`src/rtl/fp_pkg.sv`:
```
// Shared constants and the entry layout for the FP result buffer.
// Entries carry the result word, the exception flags and the precision mode.
package fp_pkg;

  localparam int FP_DATA_W = 32;
  localparam int FP_FLAG_W = 5;
  localparam int FP_ENTRY_W = FP_DATA_W + FP_FLAG_W + 1;

  localparam int FLAG_NV = 4;
  localparam int FLAG_DZ = 3;
  localparam int FLAG_OF = 2;
  localparam int FLAG_UF = 1;
  localparam int FLAG_NX = 0;

  localparam logic MODE_SP = 1'b1;
  localparam logic MODE_HP = 1'b0;

  typedef struct packed {
    logic [FP_DATA_W-1:0] result;
    logic [FP_FLAG_W-1:0] flags;
    logic                 mode_fp;
  } fp_entry_t;

  // Half results live in the low half; the upper half is forced to zero.
  function automatic logic [FP_DATA_W-1:0] fp_norm_result(
    input logic [FP_DATA_W-1:0] result,
    input logic                 mode_fp
  );
    if (mode_fp == MODE_SP)
      return result;
    return {16'h0000, result[15:0]};
  endfunction

endpackage

```
`src/rtl/fp_buf_mem.sv`:
```
// Entry storage: one synchronous write port, one asynchronous read port.
// Contents are intentionally not reset.
module fp_buf_mem
  import fp_pkg::*;
#(
  parameter int DEPTH = 2,
  parameter int AW    = $clog2(DEPTH)
) (
  input  logic            clk,
  input  logic            i_we,
  input  logic [AW-1:0]   i_waddr,
  input  fp_entry_t       i_wdata,
  input  logic [AW-1:0]   i_raddr,
  output fp_entry_t       o_rdata
);

  fp_entry_t r_mem [DEPTH];

  always_ff @(posedge clk) begin
    if (i_we)
      r_mem[i_waddr] <= i_wdata;
  end

  assign o_rdata = r_mem[i_raddr];

endmodule

```
`src/rtl/fp_result_buffer.sv`:
```
// Result buffer between the fadd/fsub stage and writeback, with
// sticky exception flag accumulation at push time.
module fp_result_buffer
  import fp_pkg::*;
#(
  parameter int DEPTH = 2,
  parameter int AW    = $clog2(DEPTH),
  parameter int CW    = $clog2(DEPTH) + 1
) (
  input  logic                 clk,
  input  logic                 rst_n,
  input  logic                 in_valid,
  output logic                 in_ready,
  input  logic [FP_DATA_W-1:0] in_result,
  input  logic [FP_FLAG_W-1:0] in_flags,
  input  logic                 in_mode_fp,
  output logic                 out_valid,
  input  logic                 out_ready,
  output logic [FP_DATA_W-1:0] out_result,
  output logic [FP_FLAG_W-1:0] out_flags,
  output logic                 out_mode_fp,
  input  logic                 flags_clr,
  output logic [FP_FLAG_W-1:0] sticky_flags,
  output logic [CW-1:0]        count
);

  localparam logic [CW-1:0] FULL = CW'(DEPTH);

  logic [AW-1:0]        r_wr_ptr;
  logic [AW-1:0]        r_rd_ptr;
  logic [CW-1:0]        r_count;
  logic [FP_FLAG_W-1:0] r_sticky;

  logic      w_push;
  logic      w_pop;
  fp_entry_t w_wdata;
  fp_entry_t w_head;

  // Ready and valid derive only from the occupancy register.
  assign in_ready  = (r_count != FULL);
  assign out_valid = (r_count != '0);
  assign w_push    = in_valid & in_ready;
  assign w_pop     = out_valid & out_ready;

  assign w_wdata.result  = fp_norm_result(in_result, in_mode_fp);
  assign w_wdata.flags   = in_flags;
  assign w_wdata.mode_fp = in_mode_fp;

  fp_buf_mem #(
    .DEPTH (DEPTH),
    .AW    (AW)
  ) u_mem (
    .clk     (clk),
    .i_we    (w_push),
    .i_waddr (r_wr_ptr),
    .i_wdata (w_wdata),
    .i_raddr (r_rd_ptr),
    .o_rdata (w_head)
  );

  always_ff @(posedge clk or negedge rst_n) begin
    if (!rst_n) begin
      r_wr_ptr <= '0;
      r_rd_ptr <= '0;
      r_count  <= '0;
    end else begin
      if (w_push)
        r_wr_ptr <= r_wr_ptr + 1'b1;
      if (w_pop)
        r_rd_ptr <= r_rd_ptr + 1'b1;
      unique case ({w_push, w_pop})
        2'b10:   r_count <= r_count + 1'b1;
        2'b01:   r_count <= r_count - 1'b1;
        default: r_count <= r_count;
      endcase
    end
  end

  always_ff @(posedge clk or negedge rst_n) begin
    if (!rst_n)
      r_sticky <= '0;
    else if (flags_clr)
      r_sticky <= w_push ? in_flags : '0;
    else if (w_push)
      r_sticky <= r_sticky | in_flags;
  end

  assign out_result   = w_head.result;
  assign out_flags    = w_head.flags;
  assign out_mode_fp  = w_head.mode_fp;
  assign sticky_flags = r_sticky;
  assign count        = r_count;

endmodule

```
`config.mk`:
```
export PLATFORM = sky130hd
export DESIGN_NAME = fp_result_buffer
export DESIGN_NICKNAME = d
export VERILOG_FILES = /design/src/rtl/fp_pkg.sv /design/src/rtl/fp_buf_mem.sv /design/src/rtl/fp_result_buffer.sv
export SDC_FILE = /design/constraint.sdc
export NUM_CORES = 1
export LEC_CHECK = 0
export CAP_MARGIN = 5
export CELL_PAD_IN_SITES_DETAIL_PLACEMENT = 1
export CELL_PAD_IN_SITES_GLOBAL_PLACEMENT = 2
export CORE_MARGIN = 1
export CORE_UTILIZATION = 31
export DETAILED_ROUTE_END_ITERATION = 10
export PLACE_DENSITY_LB_ADDON = 0.1
export SLEW_MARGIN = 20
export SYNTH_ARGS = -nofsm -noshare
export SYNTH_HDL_FRONTEND = slang
export SYNTH_SLANG_ARGS = --single-unit
```
`constraint.sdc`:
```
create_clock -name clk -period 2.8 [get_ports clk]
set_input_delay 0.56 -clock clk [delete_from_list [all_inputs] [get_ports clk]]
set_output_delay 0.56 -clock clk [all_outputs]
set_load 0.02 [all_outputs]
```
==> out/metrics.yaml, run 1 <==
placement:
  place_inst: 385
  numPortBuffers: 89
  gp_congestion: 0.675
  dpl.hpwl_um: 4250
  dp_slack_ps: 568
global_route:
  met2_usage_pct: 20.8
  track_usage_pct: 12.5
  gr-total-overflow: 0
  first_global_vias: 1908
  antenna_found_initial: 0
  top_usage_layer: "met2"
  grt_max_degree: 33
  grt_use_met1_pct: 15.4
  grt_pass1_wl_um: 10100
  met3_usage_pct: 2.76
route:
  drc: 0
  ant_nets: 0
  dr.pass1.iters: 4
  drt_wl_total_um: 6380
  drtIter0Drc: 39
  vias: 1737
  viasPerCell: 4.33
  wl_per_cell_um: 15.9
floorplan:
  core_area_um2: 9950
  fp.dieW_um: 104
  fp-row-count: 36
  fp.dieArea_um2: 10900
  start_util_pct: 32.6
  fp.dieH_um: 104
  ios: 90
power_and_ir_drop:
  pwr-share-clk_pct: 20.8
  switchingPower_uw: 1440
  vdd_ir_drop_max_mv: 0.476
  p_leak_uw: 0.00159
  pwr-share-seq_pct: 40.1
  powerDensity_nw_per_um2: 1020
  swShare_pct: 31.1
  combPwrFrac_pct: 39.1
  internal-power_uw: 3190
timing:
  timing.fmax_mhz: 393
  setup_slack_ps: 253
  max_slew.worst_pin.slew_ps: 528
  fin_crit_ps: 2550
  finalHoldViolCount: 0
  rsz0062_at_grt: "no"
  maxSlewHeadroom_pct: 64.7
  finalCritPeriodShare_pct: 91.0
  setup_violations: 0
  fin_skew_ps: 6.44
  maxSlewViolCount: 0
  fin_tns_setup_ps: 0
setup_path:
  worst_setup_path_start_kind: "flop"
  cp-end-kind: "output port"
  critPathKind: "reg -> out"
  arrival_ps: 1990
  cp_slowest_cell: "clkdlybuf4s50_1"
  crit_chain: "buf_12, mux2_2, clkdlybuf4s50_1"
  worstPathMaxFanout: 32
  critPathMaxStageDelay_ps: 540
  required_ps: 2240
yosys:
  syn_area_um2: 3250
  ys_seq_area_share_pct: 77.2
  avgSynthCellArea_um2: 19.7
  ys_ff_latch: 85
  synth_warnings: 0
  synth.distinct_cells: 21
  syn_inst: 165
  syn-num-nets: 209
clock_network:
  clk_latency_ps: 330
  clock_sinks: 85
  postCtsHoldBufs: 0
  cts_tree: "built"
  clock_path_buffers: 2
  htree_levels: 3
  cts_buffers: 9
  clockRootBuffer: "clkbuf_8"
  cts_setup_buffers: 0
  ctsResizeCount: 0
  clk_pin_slew_ps: 80
run:
  maxCapViolCount: 0
final_layout:
  final_cells: 401
  area_growth_pct: 40.2
  final_util_pct: 45.7
  layout-drive-gt1-share_pct: 14.9
  fin_nets: 307
  diodes: 0
hold_path:
  min_path_type: "reg -> reg"
status:
  status: "complete, no violations"
-- routing by layer --
metal  vias up  wire, um  part of all wire (%)
met4         0        97                   1.5
met5         -         0                     0
li1        815         -                     -
met3         7       248                   3.9
met2        49      3180                    50
met1       866      2860                    45
-- cells in the mapped netlist --
cell type / n / area [um2]
edfxtp_1: 76 / 2280
mux2_1: 23 / 259
and2_1: 17 / 106
mux2_2: 15 / 169
dfrtp_1: 9 / 225
a22o_1: 5 / 43.8
buf_2: 2 / 10.0
buf_6: 2 / 22.5
nor2_1: 2 / 7.51
xnor2_1: 2 / 17.5
xor2_1: 2 / 17.5
and2_4: 1 / 8.76
and3_2: 1 / 7.51
buf_4: 1 / 7.51
clkbuf_1: 1 / 3.75
ha_1: 1 / 12.5
inv_1: 1 / 3.75
inv_4: 1 / 6.26
nand2b_4: 1 / 13.8
or2_1: 1 / 6.26
xnor2_2: 1 / 16.3
-- sequential cells by signal (all words and copies together) (netlist names) --
name          count
u_mem.r_mem      76
r_wr_ptr          1
sticky_flags      5
count             2
r_rd_ptr          1
-- critical path: cells and delay by family (launching register included) --
family                 cells  cell delay (ps)
buffers and inverters      2              790
flip-flops                 1              490
multiplexers               1              370
-- power by group through the flow --
| stage | sequential [uW] | clock, uW | combinational (uW) |
|---|---|---|---|
| finish | 1860 | 960 | 1810 |
| global route | 1890 | 1050 | 1930 |
| CTS | 1860 | 999 | 1850 |
| detailed placement | 1890 | 0 | 1840 |
| global placement | 1880 | 0 | 1840 |
| floorplan | 1880 | 0 | 994 |
-- final timing paths --
kind | startpoint | endpoint | slack (ps) | depth (start not counted)
max | r_rd_ptr | out_mode_fp | 250 | 3
min | sticky_flags[2] | sticky_flags[2] | 520 | 1
max reg2reg | count[0] | u_mem.r_mem[1][4] | 1100 | 3
min reg2reg | sticky_flags[2] | sticky_flags[2] | 520 | 1
max in group asynchronous | rst_n | r_rd_ptr | 1930 | 1
min in group asynchronous | rst_n | sticky_flags[1] | 530 | 1
-- cells in the final DEF (no fill, tap or decap) --
cell             instances
a22o_1                   5
clkbuf_8                11
buf_12                   2
ha_1                     1
dfrtp_2                  1
and2_4                   1
edfxtp_1                76
clkbuf_1                 2
xnor2_2                  1
and2_1                  17
bufinv_16                2
or2_1                    1
and3_2                   1
inv_1                    1
buf_4                    2
mux2_2                  15
xor2_1                   2
mux2_1                  23
inv_4                    1
clkdlybuf4s50_1         89
clkinv_4                 1
nor2_4                   1
xnor2_1                  2
nand2b_4                 1
dfrtp_1                  8
nor2_1                   1
-- per-stage QoR --
stage                     total power, uW  area, um2  hold WS, ps
after floorplan                      2870       3250          264
after global placement               3720       4320          500
after detailed placement             3730       4320          499
after CTS                            4720       4550          523
after global routing                 4880       4550          543
final                                4630       4550          520
-- final cells by class --
type,count,area [um2]
repair buffers,93,946
fillers,986,5400
inverters,2,10.0
multi-input cells,72,693
clock buffers,13,159
well taps,133,166
flip-flops and latches,85,2510
clock inverters,3,68.8
-- cell families (layout without fill, tap and decap cells) --
logic type      Yosys count  count (layout)  share of synthesized area, %
simple gates             23              23                          4.62
mux                      38              38                          13.2
buf+inv                   8             111                          1.66
xor+xnor                  5               5                          1.58
flops                    85              85                          77.2
compound gates            5               5                          1.35
fa+ha+maj                 1               1                         0.385
Note: power is estimated with default switching activity, not from simulation.
==> inputs of run 2 (changes only) <==
--- a/config.mk
+++ b/config.mk
@@ -7,9 +7,9 @@
 export LEC_CHECK = 0
 export CAP_MARGIN = 5
 export CELL_PAD_IN_SITES_DETAIL_PLACEMENT = 1
-export CELL_PAD_IN_SITES_GLOBAL_PLACEMENT = 2
+export CELL_PAD_IN_SITES_GLOBAL_PLACEMENT = 1
 export CORE_MARGIN = 1
-export CORE_UTILIZATION = 31
+export CORE_UTILIZATION = 36
 export DETAILED_ROUTE_END_ITERATION = 10
 export PLACE_DENSITY_LB_ADDON = 0.1
 export SLEW_MARGIN = 20
==> out/metrics.yaml, run 2 (synthesis gave the netlist of run 1 again) <==
clock_network:
  cts_setup_buffers: 0  # unchanged
  htree_levels: 3  # unchanged
  clockRootBuffer: "clkbuf_8"
  cts_tree: "built"
  clk_pin_slew_ps: 80  # about the same
  clock_path_buffers: 2  # unchanged
  clock_sinks: 85  # unchanged
  cts_buffers: 9  # unchanged
  clk_latency_ps: 340  # about the same
  ctsResizeCount: 0  # unchanged
  postCtsHoldBufs: 0  # unchanged
floorplan:
  start_util_pct: 37.2  # +4.6 points
  core_area_um2: 8720  # -12%
  fp-row-count: 34  # -5.6%
  ios: 90  # unchanged
  fp.dieH_um: 97.0  # -7.1%
  fp.dieW_um: 97.0  # -7.1%
  fp.dieArea_um2: 9400  # -14%
route:
  drc: 0  # unchanged
  ant_nets: 0  # unchanged
  wl_per_cell_um: 16.7  # +5.1%
  viasPerCell: 4.64  # +7.2%
  vias: 1750  # +0.75%
  drtIter0Drc: 54  # +38%
  dr.pass1.iters: 4  # unchanged
  drt_wl_total_um: 6300  # -1.2%
hold_path:
  min_path_type: "in -> async"
placement:
  numPortBuffers: 89  # unchanged
  dpl.hpwl_um: 4320  # +1.7%
  gp_congestion: 0.635  # -5.9%
setup_path:
  worst_setup_path_start_kind: "flop"
  arrival_ps: 1950  # -40 ps
  cp_num_buf_inv: 2  # unchanged
  critPathKind: "reg -> out"
  cp_top_family: "buffers and inverters"
  cp_slowest_cell: "clkdlybuf4s50_1"
  critPathMaxStageDelay_ps: 550  # about the same
  crit_chain: "buf_4, mux2_1, clkdlybuf4s50_1"
  required_ps: 2240  # about the same
  worstPathMaxFanout: 23  # -28%
  cp-end-kind: "output port"
final_layout:
  largest_reg_flops: 76  # unchanged
  final_cell_mix: "clkdlybuf4s50_1 (89), edfxtp_1 (76), mux2_1 (23)"
  diodes: 0  # unchanged
  area_growth_pct: 38.3
  layout-drive-gt1-share_pct: 14.9  # -0.055 points
  final_common_cell: "clkdlybuf4s50_1"
  fin_nets: 308  # +0.33%
  largest-register: "u_mem.r_mem"
timing:
  setup_violations: 0  # unchanged
  timing.fmax_mhz: 398  # +1.5%
  max_slew.worst_pin.slew_ps: 521  # -6.16 ps
  fin_tns_setup_ps: 0  # unchanged
  fin_skew_ps: 10.2  # +3.81 ps
  maxSlewHeadroom_pct: 65.1  # +0.41 points
  worst_hold_slack_ps: 515  # -4.27 ps
  fin_crit_ps: 2510  # -37.2 ps
  finalHoldViolCount: 0  # unchanged
  rsz0062_at_grt: "no"
  maxSlewViolCount: 0  # unchanged
  finalCritPeriodShare_pct: 89.7  # -1.3 points
global_route:
  track_usage_pct: 14.3  # +1.7 points
  antenna_found_initial: 0  # unchanged
  gr-total-overflow: 0  # unchanged
  grt_pass1_wl_um: 10100  # +0.27%
  first_global_vias: 1981  # +3.8%
  grt_max_degree: 32  # -3.0%
status:
  status: "complete, no violations"
power_and_ir_drop:
  p_leak_uw: 0.00158  # -0.93%
  vdd_ir_drop_max_mv: 0.463  # -2.8%
  powerDensity_nw_per_um2: 1010  # -0.80%
run:
  maxCapViolCount: 0  # unchanged
run 2: routing by layer:
layer  up-vias  GRT usage, %  routed length, um
met5         -             0                  0
met4         0          5.17                 75
met3         6          4.41                315
met2        55          24.3               3210
met1       871          16.9               2700
li1        818             -                  -
run 2: worst paths after layout:
path	start	to	slack, ps	cells after the start
max	r_rd_ptr	out_result[16]	290	3
min	rst_n	sticky_flags[3]	520	1
max reg2reg	count[0]	count[1]	1110	5
min reg2reg	sticky_flags[2]	sticky_flags[2]	520	1
max in group asynchronous	rst_n	r_rd_ptr	1970	1
min in group clk	sticky_flags[2]	sticky_flags[2]	520	1
run 2: worst reg2reg max path, delay by kind of cell (launching register included):
family | cells | cell delay, ps
and+or+nand+nor | 3 | 620
DFF | 1 | 460
adders and majority gates | 1 | 340
xor gates and xnor gates | 1 | 180
run 2: stage by stage:
step | instances | utilization [%] | total power, uW | setup WS, ps | instance area (um2)
floorplan | 165 | - | 2870 | 384 | 3250
global placement | 361 | 49.2 | 3680 | 644 | 4290
CTS | 377 | 51.5 | 4600 | 244 | 4490
finish | 377 | 51.5 | 4530 | 290 | 4490
detailed placement | 361 | 49.2 | 3710 | 645 | 4290
global route | 377 | 51.5 | 4740 | 184 | 4490
run 2: report_power, final:
| group | internal, uW | switching (uW) |
|---|---|---|
| Sequential | 1730 | 103 |
| Combinational | 891 | 926 |
| Clock | 467 | 409 |
| Total | 3090 | 1440 |
run 2: layout make-up:
class	instances	area (um2)
clock buffer	13	160
clock inverter	3	42.5
fill	844	4230
inverter	2	10.0
multi-input combinational	72	693
sequential	85	2510
tap	108	135
timing repair buffer	94	941
==> inputs of run 3 (changes only) <==
--- a/config.mk
+++ b/config.mk
@@ -11,6 +11,7 @@
 export CORE_MARGIN = 1
 export CORE_UTILIZATION = 36
 export DETAILED_ROUTE_END_ITERATION = 10
+export HOLD_SLACK_MARGIN = 0.02
 export PLACE_DENSITY_LB_ADDON = 0.1
 export SLEW_MARGIN = 20
 export SYNTH_ARGS = -nofsm -noshare
==> results of run 3 <==
Final layout, timing and power as in run 2 (identical DEF).
